==> config.mk <==
export PLATFORM = sky130hd
export DESIGN_NAME = nibble_serial_addsub
export DESIGN_NICKNAME = d
export VERILOG_FILES = /design/src/rtl/nibble_serial_addsub.sv
export SDC_FILE = /design/constraint.sdc
export NUM_CORES = 1
export LEC_CHECK = 0
export BUFFER_PORTS_ARGS = -buffer_cell sky130_fd_sc_hd__buf_4
export CORE_ASPECT_RATIO = 0.9
export CORE_UTILIZATION = 49
export DETAILED_ROUTE_END_ITERATION = 6
export PLACE_DENSITY = 0.73
export SETUP_SLACK_MARGIN = 0.1
export SYNTH_ARGS = -nofsm -noshare
export SYNTH_HDL_FRONTEND = slang
export SYNTH_SLANG_ARGS = --single-unit
export TNS_END_PERCENT = 10
==> constraint.sdc <==
create_clock -name clk -period 4 [get_ports clk]
set_input_delay 0.6 -clock clk [delete_from_list [all_inputs] [get_ports clk]]
set_output_delay 0.6 -clock clk [all_outputs]
set_load 0.02 [all_outputs]
==> src/rtl/nibble_serial_addsub.sv <==
// Multi-nibble adder/subtractor: iterates a 4-bit add/sub slice LS nibble first,
// chaining carry through a register, with valid/ready on both sides.
module nibble_serial_addsub #(
   parameter int unsigned NIBBLES = 4
) (
   input  logic                   clk,
   input  logic                   rst,
   input  logic                   in_valid,
   output logic                   in_ready,
   input  logic [4*NIBBLES-1:0]   a,
   input  logic [4*NIBBLES-1:0]   b,
   input  logic                   sub,
   output logic                   out_valid,
   input  logic                   out_ready,
   output logic [4*NIBBLES-1:0]   s,
   output logic                   cout,
   output logic                   ovf
);

   localparam int unsigned W     = 4 * NIBBLES;
   localparam int unsigned IDX_W = (NIBBLES > 1) ? $clog2(NIBBLES) : 1;
   localparam int unsigned SH_W  = IDX_W + 2;
   localparam logic [IDX_W-1:0] LAST_IDX = IDX_W'(NIBBLES - 1);

   typedef enum logic [1:0] {
      ST_IDLE = 2'd0,
      ST_RUN  = 2'd1,
      ST_DONE = 2'd2
   } state_e;

   state_e           state_q, state_d;
   logic [IDX_W-1:0] idx_q, idx_d;
   logic             carry_q, carry_d;
   logic [W-1:0]     a_q, a_d;
   logic [W-1:0]     b_q, b_d;
   logic             sub_q, sub_d;
   logic [W-1:0]     s_q, s_d;
   logic             cout_q, cout_d;
   logic             ovf_q, ovf_d;
   logic             out_valid_q, out_valid_d;

   logic [SH_W-1:0]  sh;
   logic [W-1:0]     a_sh, b_sh;
   logic [3:0]       a_nib, bx_nib;
   logic [4:0]       sum5;

   // Current nibble slice: operands selected by index, b conditionally inverted
   always_comb begin
      sh     = {idx_q, 2'b00};
      a_sh   = a_q >> sh;
      b_sh   = b_q >> sh;
      a_nib  = a_sh[3:0];
      bx_nib = b_sh[3:0] ^ {4{sub_q}};
      sum5   = {1'b0, a_nib} + {1'b0, bx_nib} + {4'b0000, carry_q};
   end

   always_comb begin
      state_d     = state_q;
      idx_d       = idx_q;
      carry_d     = carry_q;
      a_d         = a_q;
      b_d         = b_q;
      sub_d       = sub_q;
      s_d         = s_q;
      cout_d      = cout_q;
      ovf_d       = ovf_q;
      out_valid_d = out_valid_q;

      case (state_q)
         ST_IDLE: begin
            if (in_valid) begin
               a_d     = a;
               b_d     = b;
               sub_d   = sub;
               carry_d = sub;
               idx_d   = '0;
               state_d = ST_RUN;
            end
         end
         ST_RUN: begin
            s_d     = (s_q & ~(W'(4'hF) << sh)) | (W'(sum5[3:0]) << sh);
            carry_d = sum5[4];
            if (idx_q == LAST_IDX) begin
               cout_d      = sum5[4];
               // Signed overflow: operands share a sign that the result does not
               ovf_d       = (a_nib[3] == bx_nib[3]) && (sum5[3] != a_nib[3]);
               out_valid_d = 1'b1;
               state_d     = ST_DONE;
            end else begin
               idx_d = IDX_W'(idx_q + 1'b1);
            end
         end
         ST_DONE: begin
            if (out_ready) begin
               out_valid_d = 1'b0;
               state_d     = ST_IDLE;
            end
         end
         default: begin
            state_d     = ST_IDLE;
            out_valid_d = 1'b0;
         end
      endcase
   end

   always_ff @(posedge clk) begin
      if (rst) begin
         state_q     <= ST_IDLE;
         idx_q       <= '0;
         carry_q     <= 1'b0;
         a_q         <= '0;
         b_q         <= '0;
         sub_q       <= 1'b0;
         s_q         <= '0;
         cout_q      <= 1'b0;
         ovf_q       <= 1'b0;
         out_valid_q <= 1'b0;
      end else begin
         state_q     <= state_d;
         idx_q       <= idx_d;
         carry_q     <= carry_d;
         a_q         <= a_d;
         b_q         <= b_d;
         sub_q       <= sub_d;
         s_q         <= s_d;
         cout_q      <= cout_d;
         ovf_q       <= ovf_d;
         out_valid_q <= out_valid_d;
      end
   end

   assign in_ready  = (state_q == ST_IDLE) && !rst;
   assign out_valid = out_valid_q;
   assign s         = s_q;
   assign cout      = cout_q;
   assign ovf       = ovf_q;

endmodule
==> summary.txt <==
Detailed routing
  – Routed WL: 5680 um
  – DR WL/cell: 13.9 um
  – Vias: 2211
  – Final ANT Viol Nets: 0
  – Via density: 5.43
  – DR pass1 iterations: 4
  – Residual DRC: 0
  – DR iter-0 viols: 98

STA
  – Fmax: 348 MHz
  – Worst Skew: 0.00795 ns
  – Final min period: 2.87 ns
  – Max-slew violations: 0
  – Unrepaired setup endpoints after global routing: no
  – Final Worst Setup Slack: 1.13 ns
  – Final count of hold timing violations: 0
  – Worst Max-Slew Pin Slew: 0.699 ns
  – Final setup fails: 0
  – Period utilization: 71.8%
  – Setup TNS: 0 ns
  – Max-slew headroom: 53.3%

Clock tree
  – Cts bufs inserted: 9
  – Clock buffer depth: 2
  – Number of gates resized after cts: 0
  – CTS clock-pin slew for the worst setup and hold paths: 0.06 ns
  – H-tree level count: 3
  – CTS Sinks: 57
  – Clock Latency Late Sink: 0.34 ns
  – Post-CTS Setup Inserts: 0
  – Hold Buf Count CTS: 0
  – Root buf cell: clkbuf_8
  – CTS tree: yes

Setup path
  – Reg2Reg Setup Slack: 1.13 ns
  – CP Launch Type: flop
  – Critical path type: reg2reg
  – Critical path data required time: 4.20 ns
  – CP Max Fanout: 12
  – Arrival @ worst endpoint: 3.08 ns
  – CP Capture Type: flop

Cells and area
  – Layout cells sized above 1: 24.6%
  – # diodes: 0
  – Area growth syn-to-layout: 23.6%
  – # nets final: 383
  – Sequential Area: 1140 sq um
  – Core Util, Final: 65.0%
  – Multi-input gate area: 1350 sq um
  – # fillers: 447

Yosys
  – Post-synth top area share: 43.6%
  – Post-Syn Instances: 289
  – Post-synth EDFFs: 0
  – Main area contributors after synthesis: dfxtp_1 44%, nand2_1 9.6%, a21oi_1 7.3%, mux4_2 4.3%, ha_1 3.3%
  – Biggest area consumer among synthesized cells: dfxtp_1
  – Mapped Area: 2620 sq um
  – Ys flop type: dfxtp_1
  – Async SR Flop Fraction: 0%
  – Synthesized net count: 335
  – Synth warn: 0
  – Synth cell types: 43
  – Sequential area share after synthesis: 43.6%
  – Post-Syn Area per Cell: 9.07 sq um
  – Register bit total from synthesis: 57

Placed design
  – Port buffer count: 56
  – Post-DP HPWL: 3930 um
  – Pre-CTS setup slack: 1.11 ns
  – RD Place Congestion: 0.798

Global route
  – Initial antenna violation count: 0
  – Congestion Overflow GR: 0
  – Largest net degree at the start of global routing: 64
  – First-pass GRT wire length: 9760 um
  – All-Layer GR Usage: 22.6%
  – Number of global-route vias before repair: 2049

Floorplan
  – Core ar.: 4980 sq um
  – Cell Rows: 24
  – Die W: 79.1 um
  – Initial core utilization: 52.6%
  – Die height: 71.4 um
  – Die area: 5640 sq um
  – IO Count: 57

Pwr
  – Pwr dens: 412 nW/um^2
  – Leakage Power: 1.35 nW
  – Power Total: 1.34 mW
  – IR Drop Worst-Case VDD: 243 uV

Worst hold path
  – Hold Crit Class: reg2reg

Run status
  – Status: complete, no violations

Run
  – Max-cap violations: 0
[layout by cell type (no fill, tap or decap), drive strengths merged, types with 2 or more instances in the layout]
| cell type | netlist | routed |
|---|---|---|
| buf | 14 | 60 |
| fa | 2 | 2 |
| clkbuf | 9 | 13 |
| nand2b | 2 | 2 |
| inv | 6 | 6 |
| a21oi | 38 | 38 |
| mux4 | 8 | 8 |
| nor3 | 4 | 4 |
| nand3b | 9 | 9 |
| clkinv | 0 | 2 |
| dfxtp | 57 | 57 |
| and3b | 2 | 2 |
| a2bb2oi | 4 | 4 |
| nand3 | 2 | 2 |
| nand4bb | 2 | 2 |
| a211oi | 2 | 2 |
| nand2 | 67 | 67 |
| nor2 | 16 | 16 |
| ha | 7 | 7 |
| nor4bb | 2 | 2 |
| a22oi | 8 | 8 |
| xor2 | 4 | 4 |
| o41ai | 4 | 4 |
| a21o | 2 | 2 |
| or3b | 3 | 3 |
[cell usage after synthesis, drive strengths merged (2+ instances only)]
cell	instances
a211oi	2
nand4bb	2
nand3	2
mux4	8
fa	2
nor3	4
or3b	3
buf	14
and3b	2
ha	7
nand3b	9
a21o	2
xor2	4
nor4bb	2
clkbuf	9
a21oi	38
inv	6
dfxtp	57
a22oi	8
nand2b	2
nand2	67
a2bb2oi	4
nor2	16
o41ai	4
[area by class of cell]
cell class	count	area share (%)
clock buffers	13	4.60
clock inverters	3	1.24
inverters	6	0.696
multi-input cells	203	41.8
flip-flops and latches	57	35.2
well taps	65	2.51
repair buffers	60	13.9
[worst max-delay path, stage by stage, from the launching register on]
cell      delay [ns]
dfxtp_1         0.68
mux4_2          0.59
xnor2_1         0.18
fa_1            0.24
inv_1           0.06
fa_1            0.39
a21o_1          0.21
a211oi_1        0.31
nor3_1          0.07
[where the power goes]
part / internal [mW] / switching, mW / total [mW]
combinational: 0.0955 / 0.101 / 0.197
sequential: 0.596 / 0.0232 / 0.619
clock: 0.303 / 0.217 / 0.520
[flip-flops by register name (all words and copies together), names as in the netlist]
name,flops
s,16
ovf,1
cout,1
sub_q,1
state_q,2
idx_q,2
b_q,16
out_valid,1
carry_q,1
a_q,16
[stage by stage]
stage,area [sq um],cells,hold slack (ns)
final,3240,407,0.453
after global routing,3240,407,0.475
after CTS,3240,407,0.455
after detailed placement,3050,391,0.446
after global placement,3050,391,0.440
after floorplan,2620,289,0.432
[logic make-up after synthesis]
logic type,synth area share (%)
AOI/OAI and AO/OA,15.2
buffers and inverters,5.01
muxes,7.69
xor gates and xnor gates,1.67
adders and majority gates,4.87
DFF,43.6
and+or+nand+nor,22.0
[per-layer routing]
metal / vias up / routed length [um] / global-route usage (%) / share of wire, %
li1: 1109 / - / - / -
met1: 1037 / 2690 / 30.4 / 47
met2: 58 / 2660 / 34.0 / 47
met3: 7 / 284 / 9.04 / 5.0
met4: 0 / 43 / 6.06 / 0.76
met5: - / 0 / 0 / 0
[final timing paths]
kind | start | to | cells after the start
hold / removal | b_q[10] | b_q[10] | 2
setup / recovery | idx_q[0] | cout | 8
setup reg to reg | idx_q[0] | cout | 8
hold reg to reg | b_q[10] | b_q[10] | 2
Note: power is estimated with default switching activity, not from simulation.
